==> src/rtl/genius_seq_engine.sv <==
// genius_seq_engine
//   Sequence-memory ("Genius") game engine. An LFSR that runs every cycle
//   fills a sequence memory at game start; the engine then shows a growing
//   prefix of that sequence and checks the player's replay, one button press
//   per symbol, until the full sequence is replayed (win) or the player errs
//   or idles too long (lose).
//
// Ports
//   clock       in   system clock, rising edge
//   reset       in   synchronous, active-low
//   start       in   level, only looked at in IDLE
//   btn         in   [N_BTN] synchronised button levels
//   state       out  [3] FSM state code (IDLE 0, FILL 1, SHOW 2, INPUT 3, ADVANCE 4)
//   level       out  [LW] current sequence length
//   step        out  [LW] index within the sequence being shown or expected
//   show_valid  out  high while a symbol is on display
//   show_sym    out  [SW] symbol on display, 0 when show_valid is low
//   busy        out  high in every state except IDLE
//   win, lose   out  one-cycle pulses in the first IDLE cycle after a game
module genius_seq_engine #(
  parameter int          N_BTN         = 4,
  parameter int          MAX_LEVEL     = 16,
  parameter int          SHOW_TICKS    = 4,
  parameter int          TIMEOUT_TICKS = 64,
  parameter logic [15:0] SEED          = 16'hACE1,
  localparam int         SW            = ($clog2(N_BTN) > 1) ? $clog2(N_BTN) : 1,
  localparam int         LW            = $clog2(MAX_LEVEL + 1)
) (
  input  logic             clock,
  input  logic             reset,
  input  logic             start,
  input  logic [N_BTN-1:0] btn,
  output logic [2:0]       state,
  output logic [LW-1:0]    level,
  output logic [LW-1:0]    step,
  output logic             show_valid,
  output logic [SW-1:0]    show_sym,
  output logic             busy,
  output logic             win,
  output logic             lose
);

  localparam int AW = (MAX_LEVEL > 1) ? $clog2(MAX_LEVEL) : 1;
  localparam int CW = $clog2(SHOW_TICKS + 1);
  localparam int TW = (TIMEOUT_TICKS > 0) ? $clog2(TIMEOUT_TICKS + 1) : 1;
  localparam logic [15:0] LFSR_MASK = 16'hB400;

  typedef enum logic [2:0] {
    ST_IDLE    = 3'd0,
    ST_FILL    = 3'd1,
    ST_SHOW    = 3'd2,
    ST_INPUT   = 3'd3,
    ST_ADVANCE = 3'd4
  } state_t;

  state_t           state_q, state_d;
  logic [LW-1:0]    level_q, level_d;
  logic [LW-1:0]    step_q, step_d;
  logic [CW-1:0]    tick_q, tick_d;
  logic [TW-1:0]    tmo_q, tmo_d;
  logic [AW-1:0]    waddr_q, waddr_d;
  logic             win_q, win_d;
  logic             lose_q, lose_d;
  logic [15:0]      lfsr_q, lfsr_d;
  logic [N_BTN-1:0] btn_q;

  logic [SW-1:0]    seq_mem [MAX_LEVEL];
  logic             mem_we;

  logic [7:0]       sym_wide;
  logic [SW-1:0]    gen_sym;
  logic [SW-1:0]    exp_sym;
  logic [N_BTN-1:0] press;
  logic             press_onehot;
  logic [SW-1:0]    press_idx;
  logic             last_step;

  // Galois LFSR, free-running in every state so the sequence depends on
  // how long the player waited before pressing start.
  always_comb begin
    lfsr_d   = {1'b0, lfsr_q[15:1]} ^ (lfsr_q[0] ? LFSR_MASK : 16'h0000);
    sym_wide = lfsr_q[7:0] % 8'(N_BTN);
    gen_sym  = sym_wide[SW-1:0];
  end

  assign exp_sym   = seq_mem[step_q[AW-1:0]];
  assign last_step = (step_q == level_q - LW'(1));

  // Rising-edge detect. btn_q follows btn every cycle, so a held button
  // produces exactly one press.
  always_comb begin
    press        = btn & ~btn_q;
    press_onehot = (press != '0) && ((press & (press - N_BTN'(1))) == '0);
    press_idx    = '0;
    for (int i = 0; i < N_BTN; i++) begin
      if (press[i]) press_idx = SW'(i);
    end
  end

  always_ff @(posedge clock) begin
    if (!reset) begin
      state_q <= ST_IDLE;
      level_q <= '0;
      step_q  <= '0;
      tick_q  <= '0;
      tmo_q   <= '0;
      waddr_q <= '0;
      win_q   <= 1'b0;
      lose_q  <= 1'b0;
      lfsr_q  <= SEED;
      btn_q   <= '1;
    end else begin
      state_q <= state_d;
      level_q <= level_d;
      step_q  <= step_d;
      tick_q  <= tick_d;
      tmo_q   <= tmo_d;
      waddr_q <= waddr_d;
      win_q   <= win_d;
      lose_q  <= lose_d;
      lfsr_q  <= lfsr_d;
      btn_q   <= btn;
    end
  end

  // Sequence storage has no reset; it is always rewritten by FILL before use.
  always_ff @(posedge clock) begin
    if (mem_we) seq_mem[waddr_q] <= gen_sym;
  end

  always_comb begin
    state_d = state_q;
    level_d = level_q;
    step_d  = step_q;
    tick_d  = tick_q;
    tmo_d   = tmo_q;
    waddr_d = waddr_q;
    win_d   = 1'b0;
    lose_d  = 1'b0;
    mem_we  = 1'b0;
    case (state_q)
      ST_IDLE: begin
        if (start) begin
          state_d = ST_FILL;
          waddr_d = '0;
        end
      end
      ST_FILL: begin
        mem_we = reset;
        if (waddr_q == AW'(MAX_LEVEL - 1)) begin
          state_d = ST_SHOW;
          level_d = LW'(1);
          step_d  = '0;
          tick_d  = '0;
        end else begin
          waddr_d = waddr_q + AW'(1);
        end
      end
      ST_SHOW: begin
        // SHOW_TICKS display cycles followed by one blank cycle per step.
        if (tick_q == CW'(SHOW_TICKS)) begin
          tick_d = '0;
          if (last_step) begin
            state_d = ST_INPUT;
            step_d  = '0;
            tmo_d   = '0;
          end else begin
            step_d = step_q + LW'(1);
          end
        end else begin
          tick_d = tick_q + CW'(1);
        end
      end
      ST_INPUT: begin
        if (press == '0) begin
          if (TIMEOUT_TICKS != 0) begin
            tmo_d = tmo_q + TW'(1);
            if (tmo_d == TW'(TIMEOUT_TICKS)) begin
              lose_d  = 1'b1;
              state_d = ST_IDLE;
            end
          end
        end else if (press_onehot && (press_idx == exp_sym)) begin
          tmo_d = '0;
          if (last_step) state_d = ST_ADVANCE;
          else           step_d  = step_q + LW'(1);
        end else begin
          // Wrong symbol or several buttons rising together.
          lose_d  = 1'b1;
          state_d = ST_IDLE;
        end
      end
      ST_ADVANCE: begin
        if (level_q == LW'(MAX_LEVEL)) begin
          win_d   = 1'b1;
          state_d = ST_IDLE;
        end else begin
          level_d = level_q + LW'(1);
          step_d  = '0;
          tick_d  = '0;
          state_d = ST_SHOW;
        end
      end
      default: state_d = ST_IDLE;
    endcase
  end

  assign state      = state_q;
  assign level      = level_q;
  assign step       = step_q;
  assign show_valid = (state_q == ST_SHOW) && (tick_q < CW'(SHOW_TICKS));
  assign show_sym   = show_valid ? exp_sym : '0;
  assign busy       = (state_q != ST_IDLE);
  assign win        = win_q;
  assign lose       = lose_q;

endmodule

==> config.mk <==
export PLATFORM = sky130hd
export DESIGN_NAME = genius_seq_engine
export DESIGN_NICKNAME = d
export VERILOG_FILES = /design/src/rtl/genius_seq_engine.sv
export SDC_FILE = /design/constraint.sdc
export NUM_CORES = 1
export LEC_CHECK = 0
export ABC_AREA = 0
export CAP_MARGIN = 20
export CORE_MARGIN = 1
export CORE_UTILIZATION = 66
export CTS_BUF_LIST = sky130_fd_sc_hd__clkbuf_8
export DETAILED_ROUTE_END_ITERATION = 7
export PLACE_DENSITY = 0.93
export SYNTH_ARGS = -nofsm -noshare
export SYNTH_HDL_FRONTEND = slang
export SYNTH_SLANG_ARGS = --single-unit
==> constraint.sdc <==
create_clock -name clock -period 4.16 [get_ports clock]
set_clock_uncertainty 0.2 [all_clocks]
set_input_delay 0.416 -clock clock [delete_from_list [all_inputs] [get_ports clock]]
set_output_delay 0.416 -clock clock [all_outputs]
set_load 0.02 [all_outputs]
==> metrics.md <==
| Metric | Value |
|---|---|
| Skew-Pair Late Insertion Delay | 0.37 ns |
| Final setup vio count | 0 |
| Number of inserted diodes | 0 |
| Max-capacitance violation count | 0 |
| CTS tree | built |
| Die Height | 78.81 µm |
| Max FO, Critical Path | 6 |
| Die width | 78.81 µm |
| Average instance area after synthesis | 10.64 µm² |
| Top_reg_cell synth | dfxtp_1 |
| Synth Instances | 366 |
| Hold buffers post-CTS | 0 |
| Syn nets | 383 |
| Hold crit path type | reg -> reg |
| Core area | 0.005608 mm² |
| Most common cell in the netlist | dfxtp_1 |
| Gpl congestion | 0.8539 |
| FILL cells | 346 |
| Rel. slew slack | 36.02% |
| Routed vias | 2,967 |
| Final count of hold timing violations | 0 |
| Yosys reg bits | 85 |
| Post-synth top cells | dfxtp_1 (53), nor2_1 (38), edfxtp_1 (32) |
| Largest net degree at the start of global routing | 50 |
| Total chip power | 2.073 mW |
| Final TNS setup | 0 ns |
| CP dominant cell by count | mux2i_1 |
| Antenna violations before repair | 0 |
| Worst-path clk slew | 0.09 ns |
| CP Launch Type | flip-flop |
| Final Max Slew Viols | 0 |
| Num CTS Buffers | 9 |
| Max H-tree Level | 3 |
| Sequential share of the synthesized area | 51.93% |
| Crit path time final | 3.216 ns |
| Gates resized, CTS repair | 0 |
| Crit. End Element | output pin |
| Final period util | 77.31% |
| Iteration-0 DRC Markers | 251 |
| # rows | 27 |
| Slowest stage delay, CP | 0.58 ns |
| Die area | 0.006211 mm² |
| Min setup slack post-route | 0.9440 ns |
| Cell Area, Synth | 0.003894 mm² |
| Synth cell types | 52 |
| First-pass GRT wire length | 13,670 µm |
| Worst VDD drop | 360.5 µV |
| Crit path DAT | 2.60 ns |
| Worst Path Required | 3.54 ns |
| Antenna Nets Post-Route | 0 |
| GRT Overall Usage | 29.44% |
| CTS sink count | 85 |
| Post-layout nets | 405 |
| YS warnings | 0 |
| Setup Buffers After CTS | 0 |
| Least-Margin Pin Slew | 0.9510 ns |
| RSZ-0062 raised after global routing | false |
| Synth area leaders | dfxtp_1 (27%), edfxtp_1 (25%), mux4_2 (4.0%) |
| DP Worst Slack | 1.111 ns |
| First-pass DRT Iterations | 5 |
| Leak | 1.541 nW |
| I/O Pins | 26 |
| Post-synth ARST share | 0% |
| PD cells | 473.7 mW/mm² |
| Syn-to-layout area delta | 12.40% |
| Status | finished, final reports clean |
| # DRC | 0 |
| Sum of buffers and inverters on the critical path | 1 |
| Routed WL | 8361 µm |
| WL per Instance | 17.98 µm |
| Crit Path Class | reg -> out |
| Critical-path cell list | mux4_2 -> mux2i_1 -> mux2i_1 -> and2_1 -> clkdlybuf4s50_1 |
| Post-synth EDFFs | 32 |
| Fmax | 0.3109 GHz |
| Remaining global-route overflow | 0 |
| Starting Density | 69.43% |
| Vias per std cell | 6.381 |
| Area share of the largest cell type after synthesis | 27.25% |
| Share of layout cells above drive strength 1 | 7.379% |
| Clock Tree Root | clkbuf_8 |
| Vias in the first global route | 2,765 |
| Detail Placement HPWL | 5572 µm |
| # port buffers | 25 |
| Leading area contributor after synthesis | dfxtp_1 |
| CTS max path bufs | 2 |
| Cell family with most CP delay | multiplexers |
| Slowest CP cell | dfxtp_1 |
==> cell families (layout without fill, tap and decap cells) <==
group | Yosys count | count (layout) | share of synthesized area (%)
buf+inv | 29 | 56 | 3.053
mux | 20 | 20 | 8.162
compound gates | 65 | 65 | 11.63
fa+ha+maj | 10 | 10 | 3.213
xor+xnor | 13 | 13 | 2.924
simple gates | 144 | 144 | 19.09
flops | 85 | 85 | 51.93
==> final cells by class <==
type                            instances  area [µm²]  area share (%)
Sequential cell                        85        2022           46.20
Multi-Input combinational cell        252        1753           40.05
Timing Repair Buffer                   27       265.3           6.061
Clock buffer                            9       123.9           2.830
Tap cell                               72       90.09           2.058
Clock inverter                          7       73.82           1.687
Inverter                               13       48.80           1.115
==> cells in the final DEF (no fill, tap or decap), types with 3 or more instances in the layout <==
cell             netlist  layout
a21oi_1                8       8
a22oi_1                4       4
a31oi_1                3       3
and2_1                 9       9
and3_1                 7       7
clkbuf_8               0       9
clkdlybuf4s50_1        0      25
dfxtp_1               53      53
edfxtp_1              32      32
ha_1                  10      10
inv_1                 12      12
mux2i_1               10      10
mux4_2                 7       7
nand2_1               22      22
nand2b_1              17      17
nand3_1               14      14
nand3b_1               4       4
nand4_1                5       5
nor2_1                38      38
nor2b_1                9       9
nor3_1                 8       8
o211ai_1               3       3
o21a_1                 5       5
o21ai_0               14      14
o21ai_1                6       6
o311ai_1               5       5
o31ai_1                3       3
o32ai_1                3       3
or3_1                  5       5
xnor2_1                7       7
xor2_1                 6       6
==> metal layers <==
layer | vias to the layer above | share of wire [%] | track usage, %
li1 | 1373 | - | -
met1 | 1448 | 43 | 38.38
met2 | 129 | 49 | 47.65
met3 | 17 | 6.0 | 5.747
met4 | 0 | 2.1 | 13.45
met5 | - | 0 | 0
==> state kept, by name, indices dropped and copies added, names as in the netlist, named ones only <==
register,count
waddr_q,4
level,5
btn_q,4
lfsr_q,16
win,1
tick_q,3
state,3
tmo_q,7
step,5
lose,1
seq_mem,32
==> worst paths after layout <==
path,from,endpoint,slack (ns),cells past startpoint
max reg2reg,flip-flop,flip-flop,1.18,7
max,flip-flop,show_sym[1],0.94,5
min reg2reg,lfsr_q[12]$_SDFF_PN0_,lfsr_q[11]$_SDFF_PN1_,0.22,1
min,lfsr_q[12]$_SDFF_PN0_,lfsr_q[11]$_SDFF_PN1_,0.22,1
==> where the power goes <==
group	switching [mW]	leakage, nW	internal [mW]	total, mW
combinational	0.316	0.712	0.216	0.532
sequential	0.0638	0.728	0.902	0.966
clock	0.338	0.101	0.236	0.575
==> through the flow <==
| stage | instance area [µm²] | hold slack [ns] | instances | utilization (%) |
|---|---|---|---|---|
| after floorplan | 3894 | 0.1863 | 366 | - |
| after detailed placement | 4179 | 0.1921 | 449 | 74.52 |
| final | 4377 | 0.2199 | 465 | 78.05 |
| after global placement | 4179 | 0.1924 | 449 | 74.52 |
| after global routing | 4377 | 0.2404 | 465 | 78.05 |
| after CTS | 4377 | 0.2186 | 465 | 78.05 |
No activity file was read; power rests on OpenSTA's default activity.
